`src/rtl/platform_lander_if.sv`:
```
// Interface bundling the platform_lander frame inputs and scan results.
//   master : producer of doodle/platform state and frame tick, consumer of results
//   slave  : the lander itself
// Signals:
//   frame_clk                       frame tick level; its rising edge starts a scan
//   Doodle_X, Doodle_Y              doodle centre (unsigned)
//   Doodle_Y_Motion                 signed vertical velocity, positive = falling
//   Platform_X_in1..8, _Y_in1..8    platform centre X and top Y (unsigned)
//   Land, Land_Index, Scroll_Dist   registered results of the last completed scan
//   Result_valid                    one-cycle pulse while the result is fresh
//   Busy                            scan in progress
interface platform_lander_if;
  logic       frame_clk;
  logic [9:0] Doodle_X;
  logic [9:0] Doodle_Y;
  logic [9:0] Doodle_Y_Motion;
  logic [9:0] Platform_X_in1, Platform_X_in2, Platform_X_in3, Platform_X_in4;
  logic [9:0] Platform_X_in5, Platform_X_in6, Platform_X_in7, Platform_X_in8;
  logic [9:0] Platform_Y_in1, Platform_Y_in2, Platform_Y_in3, Platform_Y_in4;
  logic [9:0] Platform_Y_in5, Platform_Y_in6, Platform_Y_in7, Platform_Y_in8;
  logic       Land;
  logic [2:0] Land_Index;
  logic [9:0] Scroll_Dist;
  logic       Result_valid;
  logic       Busy;

  modport master (
    output frame_clk, Doodle_X, Doodle_Y, Doodle_Y_Motion,
    output Platform_X_in1, Platform_X_in2, Platform_X_in3, Platform_X_in4,
    output Platform_X_in5, Platform_X_in6, Platform_X_in7, Platform_X_in8,
    output Platform_Y_in1, Platform_Y_in2, Platform_Y_in3, Platform_Y_in4,
    output Platform_Y_in5, Platform_Y_in6, Platform_Y_in7, Platform_Y_in8,
    input  Land, Land_Index, Scroll_Dist, Result_valid, Busy
  );

  modport slave (
    input  frame_clk, Doodle_X, Doodle_Y, Doodle_Y_Motion,
    input  Platform_X_in1, Platform_X_in2, Platform_X_in3, Platform_X_in4,
    input  Platform_X_in5, Platform_X_in6, Platform_X_in7, Platform_X_in8,
    input  Platform_Y_in1, Platform_Y_in2, Platform_Y_in3, Platform_Y_in4,
    input  Platform_Y_in5, Platform_Y_in6, Platform_Y_in7, Platform_Y_in8,
    output Land, Land_Index, Scroll_Dist, Result_valid, Busy
  );
endinterface

```
`src/rtl/platform_lander.sv`:
```
// Per-frame landing detector. On each rising edge of frame_clk it snapshots the doodle and
// all 8 platforms, tests one platform per cycle (lowest index wins), and publishes Land,
// Land_Index and the scroll distance for the next frame.
// Ports:
//   Clk    system clock
//   Reset  synchronous active-low reset
//   bus    platform_lander_if.slave (frame inputs in, scan results out)
module platform_lander #(
  parameter logic [9:0] platform_size = 10'd20,
  parameter logic [9:0] Doodle_Size   = 10'd8,
  parameter logic [9:0] Scroll_Line   = 10'd120
) (
  input logic              Clk,
  input logic              Reset,
  platform_lander_if.slave bus
);

  typedef enum logic [1:0] {StIdle, StSnap, StScan, StDone} state_e;

  state_e     state_q, state_d;
  logic       fc_q;
  logic [2:0] idx_q, idx_d;
  logic       hit_q, hit_d;
  logic [2:0] win_idx_q, win_idx_d;
  logic [9:0] win_y_q, win_y_d;
  logic       land_q, land_d;
  logic [2:0] land_idx_q, land_idx_d;
  logic [9:0] scroll_q, scroll_d;

  logic [9:0] dx_snap_q, dy_snap_q, dm_snap_q;
  logic [9:0] px_snap_q [8];
  logic [9:0] py_snap_q [8];
  logic [9:0] px_in [8];
  logic [9:0] py_in [8];

  assign px_in[0] = bus.Platform_X_in1;
  assign px_in[1] = bus.Platform_X_in2;
  assign px_in[2] = bus.Platform_X_in3;
  assign px_in[3] = bus.Platform_X_in4;
  assign px_in[4] = bus.Platform_X_in5;
  assign px_in[5] = bus.Platform_X_in6;
  assign px_in[6] = bus.Platform_X_in7;
  assign px_in[7] = bus.Platform_X_in8;
  assign py_in[0] = bus.Platform_Y_in1;
  assign py_in[1] = bus.Platform_Y_in2;
  assign py_in[2] = bus.Platform_Y_in3;
  assign py_in[3] = bus.Platform_Y_in4;
  assign py_in[4] = bus.Platform_Y_in5;
  assign py_in[5] = bus.Platform_Y_in6;
  assign py_in[6] = bus.Platform_Y_in7;
  assign py_in[7] = bus.Platform_Y_in8;

  logic start;
  assign start = bus.frame_clk & ~fc_q;

  // Hit test for the platform selected by idx_q, on snapshot values only.
  logic [9:0]  cur_px, cur_py, dx;
  logic [10:0] bot, nbot, reach;
  logic        falling, hit_now;

  assign cur_px  = px_snap_q[idx_q];
  assign cur_py  = py_snap_q[idx_q];
  assign falling = ~dm_snap_q[9] & (dm_snap_q != 10'd0);
  assign bot     = {1'b0, dy_snap_q} + {1'b0, Doodle_Size};
  assign nbot    = bot + {dm_snap_q[9], dm_snap_q};
  assign dx      = (dx_snap_q >= cur_px) ? dx_snap_q - cur_px : cur_px - dx_snap_q;
  assign reach   = {1'b0, platform_size} + {1'b0, Doodle_Size};
  assign hit_now = falling && (bot <= {1'b0, cur_py}) && (nbot >= {1'b0, cur_py}) &&
                   ({1'b0, dx} <= reach);

  // Final verdict including the platform tested in the last scan cycle.
  logic       fin_hit;
  logic [2:0] fin_idx;
  logic [9:0] fin_y;
  assign fin_hit = hit_q | hit_now;
  assign fin_idx = hit_q ? win_idx_q : (hit_now ? idx_q : 3'd0);
  assign fin_y   = hit_q ? win_y_q : cur_py;

  always_comb begin
    state_d    = state_q;
    idx_d      = idx_q;
    hit_d      = hit_q;
    win_idx_d  = win_idx_q;
    win_y_d    = win_y_q;
    land_d     = land_q;
    land_idx_d = land_idx_q;
    scroll_d   = scroll_q;
    unique case (state_q)
      StIdle: if (start) state_d = StSnap;
      StSnap: begin
        hit_d     = 1'b0;
        win_idx_d = 3'd0;
        win_y_d   = 10'd0;
        idx_d     = 3'd0;
        state_d   = StScan;
      end
      StScan: begin
        if (hit_now && !hit_q) begin
          hit_d     = 1'b1;
          win_idx_d = idx_q;
          win_y_d   = cur_py;
        end
        if (idx_q == 3'd7) begin
          // Results are loaded on entry to DONE so they are valid alongside Result_valid.
          land_d     = fin_hit;
          land_idx_d = fin_idx;
          scroll_d   = (fin_hit && fin_y < Scroll_Line) ? Scroll_Line - fin_y : 10'd0;
          state_d    = StDone;
        end else begin
          idx_d = idx_q + 3'd1;
        end
      end
      StDone:  state_d = StIdle;
      default: state_d = StIdle;
    endcase
  end

  always_ff @(posedge Clk) begin
    if (!Reset) begin
      state_q    <= StIdle;
      fc_q       <= 1'b0;
      idx_q      <= 3'd0;
      hit_q      <= 1'b0;
      win_idx_q  <= 3'd0;
      win_y_q    <= 10'd0;
      land_q     <= 1'b0;
      land_idx_q <= 3'd0;
      scroll_q   <= 10'd0;
    end else begin
      state_q    <= state_d;
      fc_q       <= bus.frame_clk;
      idx_q      <= idx_d;
      hit_q      <= hit_d;
      win_idx_q  <= win_idx_d;
      win_y_q    <= win_y_d;
      land_q     <= land_d;
      land_idx_q <= land_idx_d;
      scroll_q   <= scroll_d;
    end
  end

  // Snapshot registers need no reset: they are always loaded in SNAP before being read.
  always_ff @(posedge Clk) begin
    if (state_q == StSnap) begin
      dx_snap_q <= bus.Doodle_X;
      dy_snap_q <= bus.Doodle_Y;
      dm_snap_q <= bus.Doodle_Y_Motion;
      for (int i = 0; i < 8; i++) begin
        px_snap_q[i] <= px_in[i];
        py_snap_q[i] <= py_in[i];
      end
    end
  end

  assign bus.Land         = land_q;
  assign bus.Land_Index   = land_idx_q;
  assign bus.Scroll_Dist  = scroll_q;
  assign bus.Result_valid = (state_q == StDone);
  assign bus.Busy         = (state_q != StIdle);

endmodule

```
`src/flat_wrapper.sv`:
```
// flat-port wrapper written by rule: the top's interface ports become plain ports
module platform_lander_flat 
#(
  parameter logic [9:0] platform_size = 10'd20,
  parameter logic [9:0] Doodle_Size   = 10'd8,
  parameter logic [9:0] Scroll_Line   = 10'd120
)
  (Clk, Reset, bus_frame_clk, bus_Doodle_X, bus_Doodle_Y, bus_Doodle_Y_Motion, bus_Platform_X_in1, bus_Platform_X_in2, bus_Platform_X_in3, bus_Platform_X_in4, bus_Platform_X_in5, bus_Platform_X_in6, bus_Platform_X_in7, bus_Platform_X_in8, bus_Platform_Y_in1, bus_Platform_Y_in2, bus_Platform_Y_in3, bus_Platform_Y_in4, bus_Platform_Y_in5, bus_Platform_Y_in6, bus_Platform_Y_in7, bus_Platform_Y_in8, bus_Land, bus_Land_Index, bus_Scroll_Dist, bus_Result_valid, bus_Busy);
  platform_lander_if bus_i ();
  input logic Clk;
  input logic Reset;
  input wire logic [$bits(bus_i.frame_clk)-1:0] bus_frame_clk;
  input wire logic [$bits(bus_i.Doodle_X)-1:0] bus_Doodle_X;
  input wire logic [$bits(bus_i.Doodle_Y)-1:0] bus_Doodle_Y;
  input wire logic [$bits(bus_i.Doodle_Y_Motion)-1:0] bus_Doodle_Y_Motion;
  input wire logic [$bits(bus_i.Platform_X_in1)-1:0] bus_Platform_X_in1;
  input wire logic [$bits(bus_i.Platform_X_in2)-1:0] bus_Platform_X_in2;
  input wire logic [$bits(bus_i.Platform_X_in3)-1:0] bus_Platform_X_in3;
  input wire logic [$bits(bus_i.Platform_X_in4)-1:0] bus_Platform_X_in4;
  input wire logic [$bits(bus_i.Platform_X_in5)-1:0] bus_Platform_X_in5;
  input wire logic [$bits(bus_i.Platform_X_in6)-1:0] bus_Platform_X_in6;
  input wire logic [$bits(bus_i.Platform_X_in7)-1:0] bus_Platform_X_in7;
  input wire logic [$bits(bus_i.Platform_X_in8)-1:0] bus_Platform_X_in8;
  input wire logic [$bits(bus_i.Platform_Y_in1)-1:0] bus_Platform_Y_in1;
  input wire logic [$bits(bus_i.Platform_Y_in2)-1:0] bus_Platform_Y_in2;
  input wire logic [$bits(bus_i.Platform_Y_in3)-1:0] bus_Platform_Y_in3;
  input wire logic [$bits(bus_i.Platform_Y_in4)-1:0] bus_Platform_Y_in4;
  input wire logic [$bits(bus_i.Platform_Y_in5)-1:0] bus_Platform_Y_in5;
  input wire logic [$bits(bus_i.Platform_Y_in6)-1:0] bus_Platform_Y_in6;
  input wire logic [$bits(bus_i.Platform_Y_in7)-1:0] bus_Platform_Y_in7;
  input wire logic [$bits(bus_i.Platform_Y_in8)-1:0] bus_Platform_Y_in8;
  output wire logic [$bits(bus_i.Land)-1:0] bus_Land;
  output wire logic [$bits(bus_i.Land_Index)-1:0] bus_Land_Index;
  output wire logic [$bits(bus_i.Scroll_Dist)-1:0] bus_Scroll_Dist;
  output wire logic [$bits(bus_i.Result_valid)-1:0] bus_Result_valid;
  output wire logic [$bits(bus_i.Busy)-1:0] bus_Busy;
  assign bus_i.frame_clk = bus_frame_clk;
  assign bus_i.Doodle_X = bus_Doodle_X;
  assign bus_i.Doodle_Y = bus_Doodle_Y;
  assign bus_i.Doodle_Y_Motion = bus_Doodle_Y_Motion;
  assign bus_i.Platform_X_in1 = bus_Platform_X_in1;
  assign bus_i.Platform_X_in2 = bus_Platform_X_in2;
  assign bus_i.Platform_X_in3 = bus_Platform_X_in3;
  assign bus_i.Platform_X_in4 = bus_Platform_X_in4;
  assign bus_i.Platform_X_in5 = bus_Platform_X_in5;
  assign bus_i.Platform_X_in6 = bus_Platform_X_in6;
  assign bus_i.Platform_X_in7 = bus_Platform_X_in7;
  assign bus_i.Platform_X_in8 = bus_Platform_X_in8;
  assign bus_i.Platform_Y_in1 = bus_Platform_Y_in1;
  assign bus_i.Platform_Y_in2 = bus_Platform_Y_in2;
  assign bus_i.Platform_Y_in3 = bus_Platform_Y_in3;
  assign bus_i.Platform_Y_in4 = bus_Platform_Y_in4;
  assign bus_i.Platform_Y_in5 = bus_Platform_Y_in5;
  assign bus_i.Platform_Y_in6 = bus_Platform_Y_in6;
  assign bus_i.Platform_Y_in7 = bus_Platform_Y_in7;
  assign bus_i.Platform_Y_in8 = bus_Platform_Y_in8;
  assign bus_Land = bus_i.Land;
  assign bus_Land_Index = bus_i.Land_Index;
  assign bus_Scroll_Dist = bus_i.Scroll_Dist;
  assign bus_Result_valid = bus_i.Result_valid;
  assign bus_Busy = bus_i.Busy;
  platform_lander #(.platform_size(platform_size), .Doodle_Size(Doodle_Size), .Scroll_Line(Scroll_Line)) u_core (.Clk(Clk), .Reset(Reset), .bus(bus_i));
endmodule
```
`config.mk`:
```
export PLATFORM = sky130hd
export DESIGN_NAME = platform_lander_flat
export DESIGN_NICKNAME = d
export VERILOG_FILES = /design/src/rtl/platform_lander_if.sv /design/src/rtl/platform_lander.sv /design/src/flat_wrapper.sv
export SDC_FILE = /design/constraint.sdc
export NUM_CORES = 1
export LEC_CHECK = 0
export BUFFER_PORTS_ARGS = -buffer_cell sky130_fd_sc_hd__buf_4
export CAP_MARGIN = 20
export CORE_MARGIN = 2
export CORE_UTILIZATION = 50
export DETAILED_ROUTE_END_ITERATION = 10
export GPL_TIMING_DRIVEN = 0
export PLACE_DENSITY = 0.83
export SYNTH_ARGS = -nofsm -noshare
export SYNTH_HDL_FRONTEND = slang
export SYNTH_SLANG_ARGS = --single-unit
```
`constraint.sdc`:
```
create_clock -name Clk -period 6.98 [get_ports Clk]
set_input_delay 0.698 -clock Clk [delete_from_list [all_inputs] [get_ports Clk]]
set_output_delay 0.698 -clock Clk [all_outputs]
set_load 0.1 [all_outputs]
```
==> results of run 1 <==
## layout make-up
| type | count | area [sq um] | area share, % |
|---|---|---|---|
| Clock inverter | 12 | 92.6 | 0.697 |
| Antenna cell | 1 | 2.50 | 0.0188 |
| Clock buffer | 33 | 711 | 5.35 |
| Timing Repair Buffer | 210 | 1640 | 12.3 |
| Multi-Input combinational cell | 416 | 3750 | 28.2 |
| Inverter | 44 | 165 | 1.24 |
| Buffer | 27 | 146 | 1.10 |
| Tap cell | 270 | 338 | 2.54 |
| Sequential cell | 227 | 6450 | 48.5 |
## placed cells by master (no fill, tap or decap), types with 16 or more instances in the layout
cell type	count
mux4_2	40
inv_1	44
a21oi_1	29
ha_1	57
nand2_1	56
dfxtp_1	37
nor2_1	16
mux2i_1	31
buf_4	208
o21ai_0	20
edfxtp_1	190
clkbuf_16	27
## power breakdown
part / internal [mW] / switching, mW
registers: 1.89 / 0.101
clock network: 0.755 / 0.507
logic: 0.784 / 1.03
total: 3.43 / 1.64
## stage by stage
step                      setup slack [ns]  TNS, ns  hold WS, ns
after global routing                  1.45        0        0.343
after detailed placement              1.92        0        0.440
after global placement               -1.88   -34.44        0.438
after CTS                             1.87        0        0.349
final                                 1.97        0        0.364
after floorplan                      0.360        0        0.431
## critical path: stages, from the launching register on
cell      delay [ns]
dfxtp_1         0.42
buf_1           0.49
clkbuf_1        0.60
mux4_2          0.41
mux2i_1         0.24
inv_1           0.07
ha_1            0.28
buf_2           0.20
a21oi_2         0.23
o21ai_0         0.16
a221oi_1        0.36
nand2_1         0.14
a311oi_1        0.28
a41o_2          0.31
and4b_1         0.24
buf_6           0.15
buf_12          0.15
mux2i_1         0.20
## flip-flops by register name (all words and copies together), names as in the netlist, named ones only
register                flops
u_core.bus.Land             1
u_core.dy_snap_q           10
u_core.dx_snap_q           10
u_core.px_snap_q           80
u_core.fc_q                 1
u_core.win_y_q             10
u_core.state_q              2
u_core.win_idx_q            3
u_core.bus.Land_Index       3
u_core.idx_q                3
u_core.hit_q                1
u_core.bus.Scroll_Dist     10
u_core.dm_snap_q           10
u_core.py_snap_q           80
## path summary, 6_finish.rpt
path,start,end,slack [ns],cells after the start
setup / recovery,register,u_core.win_y_q[7],1.97,17
setup reg to reg,register,u_core.win_y_q[7],1.97,17
hold reg to reg,u_core.bus.Scroll_Dist[3],u_core.bus.Scroll_Dist[3],0.44,2
hold / removal,bus_Platform_X_in4[4],u_core.px_snap_q[3][4],0.36,1
## logic make-up (layout without fill, tap and decap cells)
family / Yosys count / after routing / synth area share (%)
flops: 227 / 227 / 61.4
simple gates: 137 / 137 / 6.49
compound gates: 115 / 115 / 7.35
mux: 82 / 82 / 12.7
buf+inv: 71 / 326 / 2.97
fa+ha+maj: 59 / 59 / 7.11
xor+xnor: 23 / 23 / 1.92
other cells: 0 / 1 / 0
## synth_stat cells (11+ instances only)
master,n,share of area [%]
inv_1,44,1.6
clkbuf_1,12,0.43
ha_1,58,6.9
mux4_2,40,8.6
mux2i_1,31,3.0
a21oi_1,29,1.4
nand2_1,56,2.0
o21ai_0,20,0.95
xnor2_1,15,1.3
dfxtp_1,37,7.1
mux2_2,11,1.2
edfxtp_1,190,54
nor2_1,16,0.57
nand3_1,12,0.57
## per-layer routing
| layer | GRT usage, % | wire (um) | up-vias |
|---|---|---|---|
| met4 | 6.52 | 598 | 0 |
| li1 | - | - | 3217 |
| met2 | 34.3 | 11200 | 217 |
| met5 | 0 | 0 | - |
| met3 | 3.52 | 1200 | 37 |
| met1 | 27.5 | 9710 | 3253 |
==> qor.yml, run 1 <==
hold_path:
  min_path_type: "input port to register"
sta:
  setup_viol: 0
  slew_violations: 0
  max_slew_margin_pct: 45.0
  rsz0062_at_grt: "no"
  hold_viol_final: 0
  period_needed_ns: 5.01
  fmax_mhz: 200
  period_share_pct: 71.7
  tightest_slew_ns: 0.825
  clock_skew_ns: 0.00882
clocking:
  h-tree-depth: 1
  cts_setup_buffers: 0
  path_clk_slew_ns: 0.06
  root_buffer: "clkbuf_16"
  cts_tree: "yes"
  cts-hold-fix-buffers: 0
  clkSinkCount: 227
  cts_buffer_depth: 3
  clk_latency_ns: 0.51
  cts_inserted_buffers: 25
  cts-resized-gates: 0
final_layout:
  utilization_pct: 65.0
  fillers: 1523
  layout-drive-gt1-share_pct: 33.7
  finish.instance_area_sq_um: 13300
  stdcell_count: 1240
  nets: 1203
  syn2layout_area_growth_pct: 26.6
floorplanning:
  start_util_pct: 51.4
  core_sq_um: 20400
  rows: 52
  pin_count: 209
  dieArea_sq_um: 22200
  die_w_um: 149
  die_height_um: 149
outcome:
  status: "finished clean"
power_and_ir_drop:
  leakagePower_nw: 5.13
  power_mw: 5.07
  powerDensity_nw_per_um2: 381
  vdd_ir_drop_max_mv: 0.237
synth:
  yosys_warnings: 0
  syn_inst: 714
  syn_avg_cell_area_sq_um: 14.7
  synth_top_flop_cell: "edfxtp_1"
  synth-edff-count: 190
  synth_cell_types: 65
  syn-num-nets: 966
  seq_area_frac_synth_pct: 61.4
  ys_seq_elements: 227
  async_flop_share_pct: 0
  syn-cell-area_sq_um: 10500
setup_path:
  worstPathArrival_ns: 5.43
  worst-path-max-fanout: 10
  critPathKind: "register to register"
  critical_path.startpoint_type: "register"
  end_kind: "register"
  cp.required_ns: 7.41
global_routing:
  grt_pass1_wl_um: 34900
  track_usage_pct: 20.5
  gr-total-overflow: 0
  grt_antenna_before_repair: 1
  grt_pass1_vias: 6664
  grt_max_degree: 66
drt:
  post_drt_wl_per_cell_um: 18.3
  vias_per_cell: 5.42
  drc: 0
  postRouteAntennaNets: 0
  drt_iter0_markers: 415
  vias: 6724
  wl_um: 22700
  drt_pre_antenna_iters: 5
placed_design:
  dpl.hpwl_um: 17100
  io_buffers: 207
  postPlaceCellArea_sq_um: 12500
  gp_congestion: 0.860
  dp_cells: 1194
flow_run:
  maxCapViolCount: 0
Note: power is estimated with default switching activity, not from simulation.
==> run 2: changes to the inputs <==
==> constraint.sdc (replaced) <==
create_clock -name Clk -period 4.2 [get_ports Clk]
set_input_delay 0.42 -clock Clk [delete_from_list [all_inputs] [get_ports Clk]]
set_output_delay 0.42 -clock Clk [all_outputs]
set_load 0.1 [all_outputs]
==> run 2 against run 1 <==
  * Worst hold slack worse by 0.29 ns
  * Count of clock-buffer cells in the layout stayed put
  * Sequential share of layout area is 1.8 points lower
  * Utilization is 2.6 points higher
  * Wire length is 12% higher
  * Combinational power is 88% higher
  * Die area stayed put
  * Largest cell class unchanged
  * Design area is 3.9% higher
  * Sequential power is 68% higher
  * Maximum frequency is 21% higher
  * Via count is 4.2% higher
  * Setup slack worse by 1.9 ns
==> qor.yml, run 2 (same netlist as run 1, synthesis figures left out) <==
power_and_ir_drop:
  pwr-share-seq_pct: 37.1
  p_int_mw: 6.02
  p_clk_share_pct: 24.7
  powerDensity_nw_per_um2: 650
  netSwitchingFraction_pct: 33.0
  vdd_ir_drop_max_mv: 0.507
  leakagePower_nw: 5.36
  switching_power_mw: 2.96
  p_comb_share_pct: 38.2
clocking:
  root_buffer: "clkbuf_16"
  cts_buffer_depth: 3
  cts_inserted_buffers: 25
  cts_tree: "yes"
  h-tree-depth: 1
  path_clk_slew_ns: 0.07
  cts-hold-fix-buffers: 0
  clkSinkCount: 227
  clk_latency_ns: 0.52
global_routing:
  track_usage_pct: 21.8
  grt_antenna_before_repair: 2
  grt_pass1_wl_um: 36900
  grt_pass1_vias: 7040
  gr-total-overflow: 0
  grt_max_degree: 62
drt:
  vias_per_cell: 5.52
  drc: 0
  wl_um: 25400
  drt_pre_antenna_iters: 6
  drt_iter0_markers: 498
  vias: 7008
  post_drt_wl_per_cell_um: 20.0
  postRouteAntennaNets: 0
sta:
  period_share_pct: 98.6
  hold_viol_final: 0
  setup_ws_ns: 0.0567
  period_needed_ns: 4.14
  setup_viol: 0
  tightest_slew_ns: 0.636
  max_slew_margin_pct: 57.2
  clock_skew_ns: 0.0194
  fmax_mhz: 241
  slew_violations: 0
setup_path:
  path_buf_inv: 7
  cp.depth: 18
  critPathKind: "register to register"
  crit_chain: "buf_6 > buf_12 > buf_12 > mux4_2 > mux2i_2 > inv_1 > ha_1 > buf_2 > nand4_1 > o21ai_0 > a221oi_2 > a22o_1 > nor4_2 > a41o_2 > and4b_1 > buf_6 > clkbuf_16 > mux2i_1"
  reg2regPathDepth: 18
  worst-path-max-fanout: 10
  critical_path.startpoint_type: "register"
  crit_end: "u_core.win_y_q[8]"
  rrSetupSlack_ns: 0.06
  cp.required_ns: 4.64
  critical-path-max-stage-delay_ns: 0.51
  cpMaxStageDelayCell: "mux4_2"
  end_kind: "register"
  worstPathArrival_ns: 4.58
  crit_family: "buffers and inverters"
  r2r_end: "u_core.win_y_q[8]"
final_layout:
  nets: 1232
  stdcell_count: 1270
  layout-drive-gt1-share_pct: 38.1
  syn2layout_area_growth_pct: 31.6
  largest_registers: "u_core.px_snap_q (80), u_core.py_snap_q (80)"
  layout_common_cells: "236 x buf_4, 190 x edfxtp_1, 56 x nand2_1"
  final_common_cell: "buf_4"
floorplanning:
  die_height_um: 149
  dieArea_sq_um: 22200
  die_w_um: 149
  rows: 52
  core_sq_um: 20400
  start_util_pct: 51.4
  pin_count: 209
placed_design:
  pre_cts_ws_ns: -0.677
  dp_cells: 1194
  dpl.hpwl_um: 17200
  io_buffers: 207
  gp_congestion: 0.850
outcome:
  status: "finished clean"
flow_run:
  maxCapViolCount: 0
hold_path:
  min_path_type: "input port to register"
[run 2: layout make-up]
class / instances / area [sq um]
sequential: 227 / 6450
tap: 270 / 338
clock inverter: 12 / 146
antenna: 2 / 5.00
clock buffer: 33 / 686
inverter: 44 / 165
multi-input combinational: 416 / 3890
fill: 1421 / 6620
timing repair buffer: 239 / 1910
buffer: 27 / 224
[run 2: per-layer routing]
metal | GRT usage, % | wire length, um | vias to the layer above
met5 | 0 | 0 | -
met4 | 7.71 | 699 | 0
met3 | 4.74 | 1860 | 52
met2 | 37.3 | 12800 | 314
met1 | 27.5 | 9990 | 3362
li1 | - | - | 3280
[run 2: worst min-delay path by stage]
| stage | startpoint | endpoint | slack (ns) | cells after the start |
|---|---|---|---|---|
| after detailed placement | u_core.bus.Scroll_Dist[3] | u_core.bus.Scroll_Dist[3] | 0.44 | 2 |
| after global placement | u_core.bus.Scroll_Dist[3] | u_core.bus.Scroll_Dist[3] | 0.44 | 2 |
| after floorplan | u_core.win_y_q[6] | u_core.win_y_q[6] | 0.43 | 2 |
| after CTS | bus_Platform_Y_in4[8] | u_core.py_snap_q[3][8] | 0.06 | 1 |
| after global routing | bus_Platform_X_in5[2] | u_core.px_snap_q[4][2] | 0.06 | 1 |
| final | bus_Platform_X_in8[3] | u_core.px_snap_q[7][3] | 0.07 | 1 |
[run 2: metrics by stage]
step | total power, mW | setup TNS (ns) | cell area [sq um] | hold WS (ns) | util, %
floorplan | 5.54 | 0 | 10500 | 0.431 | -
global placement | 6.24 | -20.35 | 12400 | 0.439 | 60.6
detailed placement | 6.38 | -14.13 | 12500 | 0.444 | 61.1
CTS | 8.74 | 0 | 13400 | 0.0631 | 65.8
global route | 9.45 | -0.844 | 13800 | 0.0578 | 67.6
finish | 8.98 | 0 | 13800 | 0.0741 | 67.6
[run 2: worst reg2reg max path: cells and delay by family (launching register included)]
| kind | cells | cell delay, ns |
|---|---|---|
| compound gates | 4 | 0.84 |
| fa+ha+maj | 1 | 0.30 |
| buf+inv | 7 | 1.00 |
| flops | 1 | 0.33 |
| mux | 3 | 0.95 |
| simple gates | 3 | 0.67 |
[run 2: timing repair]
action                     in CTS  in global routing
buffers inserted                0                 26
gates resized for setup        37                 24
setup endpoints to repair      25                 22
gates cloned                    0                  3
pin swaps                       1                  7
[run 2: power groups by stage]
| stage | sequential [mW] | clock, mW | combinational (mW) |
|---|---|---|---|
| final | 3.34 | 2.21 | 3.43 |
| after floorplan | 3.35 | 0 | 2.18 |
| after global routing | 3.36 | 2.34 | 3.74 |
| after global placement | 3.43 | 0 | 2.82 |
| after CTS | 3.32 | 2.26 | 3.16 |
| after detailed placement | 3.35 | 0 | 3.02 |
==> run 3: changes to the inputs <==
--- a/config.mk
+++ b/config.mk
@@ -7,7 +7,7 @@
 export LEC_CHECK = 0
 export BUFFER_PORTS_ARGS = -buffer_cell sky130_fd_sc_hd__buf_4
 export CAP_MARGIN = 20
-export CORE_MARGIN = 2
+export CORE_ASPECT_RATIO = 0.9
 export CORE_UTILIZATION = 50
 export DETAILED_ROUTE_END_ITERATION = 10
 export GPL_TIMING_DRIVEN = 0
==> run 3 against run 2 <==
  * Clock skew shrank 0.0077 ns
  * Sequential cell count is the same
  * Utilization grew 0.13 points
  * Clock power shrank 9.5%
  * Largest power group unchanged
  * Highest routed layer unchanged
==> qor.yml, run 3 (same netlist as run 1, synthesis figures left out) <==
outcome:
  status: "finished clean"
clocking:
  cts_buffer_depth: 3
  cts_tree: "yes"
  clkSinkCount: 227
  cts_inserted_buffers: 23
  h-tree-depth: 1
  path_clk_slew_ns: 0.07
  clk_latency_ns: 0.52
  root_buffer: "clkbuf_16"
sta:
  tightest_slew_ns: 0.919
  period_share_pct: 96.5
  setup_ws_ns: 0.147
  fmax_mhz: 247
  hold_ws_ns: 0.0663
  period_needed_ns: 4.05
  hold_viol_final: 0
  fin_setup_tns_ns: 0
  clock_skew_ns: 0.0116
  max_slew_margin_pct: 38.7
  slew_violations: 0
  setup_viol: 0
drt:
  vias: 6812
  wl_met3_um: 1190
  drt_iter0_markers: 434
  post_drt_wl_per_cell_um: 18.5
  wl_um: 23500
  met2_length_um: 11300
  vias_per_cell: 5.36
  drc: 0
  postRouteAntennaNets: 0
  drt-met1-wl_um: 10300
  top_layer: "met4"
  drt_pre_antenna_iters: 5
global_routing:
  grt_antenna_before_repair: 0
  grt_pass1_wl_um: 35900
  grt_max_degree: 77
  grt_pass1_vias: 6873
  track_usage_pct: 21.5
  gr-total-overflow: 0
setup_path:
  critPathKind: "register to register"
  cp.required_ns: 4.65
  critical_path.startpoint_type: "register"
  crit_family: "compound AO/OA/AOI/OAI gates"
  worst-path-max-fanout: 10
  cpMaxStageDelayCell: "mux4_2"
  end_kind: "register"
  worstPathArrival_ns: 4.51
  cpMostUsedCell: "buf_12"
  crit_chain: "buf_6 > buf_12 > buf_12 > mux4_2 > mux2i_4 > inv_1 > ha_1 > buf_4 > nand4_1 > o21ai_2 > a221oi_2 > nand2_1 > a311oi_2 > a41o_2 > and4b_1 > buf_6 > buf_12 > mux2i_1"
  path_buf_inv: 7
  critical-path-max-stage-delay_ns: 0.54
placed_design:
  gp_congestion: 0.848
  io_buffers: 207
  pre_cts_ws_ns: -0.866
  postPlaceCellArea_sq_um: 12500
  dpl.hpwl_um: 16300
flow_run:
  maxCapViolCount: 0
hold_path:
  min_path_type: "input port to register"
final_layout:
  multi_input_area_sq_um: 3970
  largest_registers: "u_core.px_snap_q (80), u_core.py_snap_q (80)"
  final_common_cell: "buf_4"
  nets: 1225
  layout-drive-gt1-share_pct: 38.6
  sequential_cell_area_sq_um: 6450
  antenna_cells: 0
  finish.instance_area_sq_um: 13700
  layout_common_cells: "234 x buf_4, 190 x edfxtp_1, 56 x nand2_1"
  syn2layout_area_growth_pct: 31.0
  fillers: 1345
floorplanning:
  start_util_pct: 51.7
  core_sq_um: 20300
  rows: 49
  die_w_um: 155
  die_height_um: 139
  dieArea_sq_um: 21600
  pin_count: 209
power_and_ir_drop:
  vdd_ir_drop_max_mv: 0.339
  leakagePower_nw: 5.30
  powerDensity_nw_per_um2: 641
## run 3: repair_timing
item	in CTS	in global routing
gates cloned	0	2
pin swaps	4	12
setup buffers	3	20
hold buffers	0	0
setup endpoints to repair	25	22
resized for setup	36	44
## run 3: worst paths after layout
kind,startpoint,to,slack [ns],depth (start not counted)
max,register,u_core.win_y_q[6],0.15,18
min,bus_Platform_X_in5[7],u_core.px_snap_q[4][7],0.07,1
max reg2reg,register,u_core.win_y_q[6],0.15,18
min reg2reg,u_core.bus.Scroll_Dist[3],u_core.bus.Scroll_Dist[3],0.45,2
## run 3: where the power goes
| part | internal, mW | switching [mW] | leakage [nW] | total (mW) |
|---|---|---|---|---|
| clock | 1.13 | 0.877 | 0.362 | 2.00 |
| sequential | 3.14 | 0.170 | 2.07 | 3.31 |
| combinational | 1.58 | 1.92 | 2.86 | 3.50 |
| total | 5.85 | 2.97 | 5.30 | 8.81 |
## run 3: per-layer routing
metal,vias to the layer above,global-route usage [%]
met3,48,4.05
met5,-,0
met2,228,35.1
met1,3275,29.0
met4,0,7.19
li1,3261,-
## run 3: per-stage QoR
step	util (%)	total power [mW]	std cells
after detailed placement	61.4	6.34	1203
after global placement	61.1	6.26	1201
after floorplan	-	5.54	714
final	67.7	8.81	1270
after global routing	67.7	9.30	1270
after CTS	65.8	8.49	1248
## run 3: layout make-up
class,instances,share of cell area [%]
inverter,44,1.20
clock inverter,12,0.801
buffer,27,1.74
tap,280,2.55
clock buffer,30,4.53
sequential,227,46.9
multi-input combinational,416,28.9
timing repair buffer,234,13.3
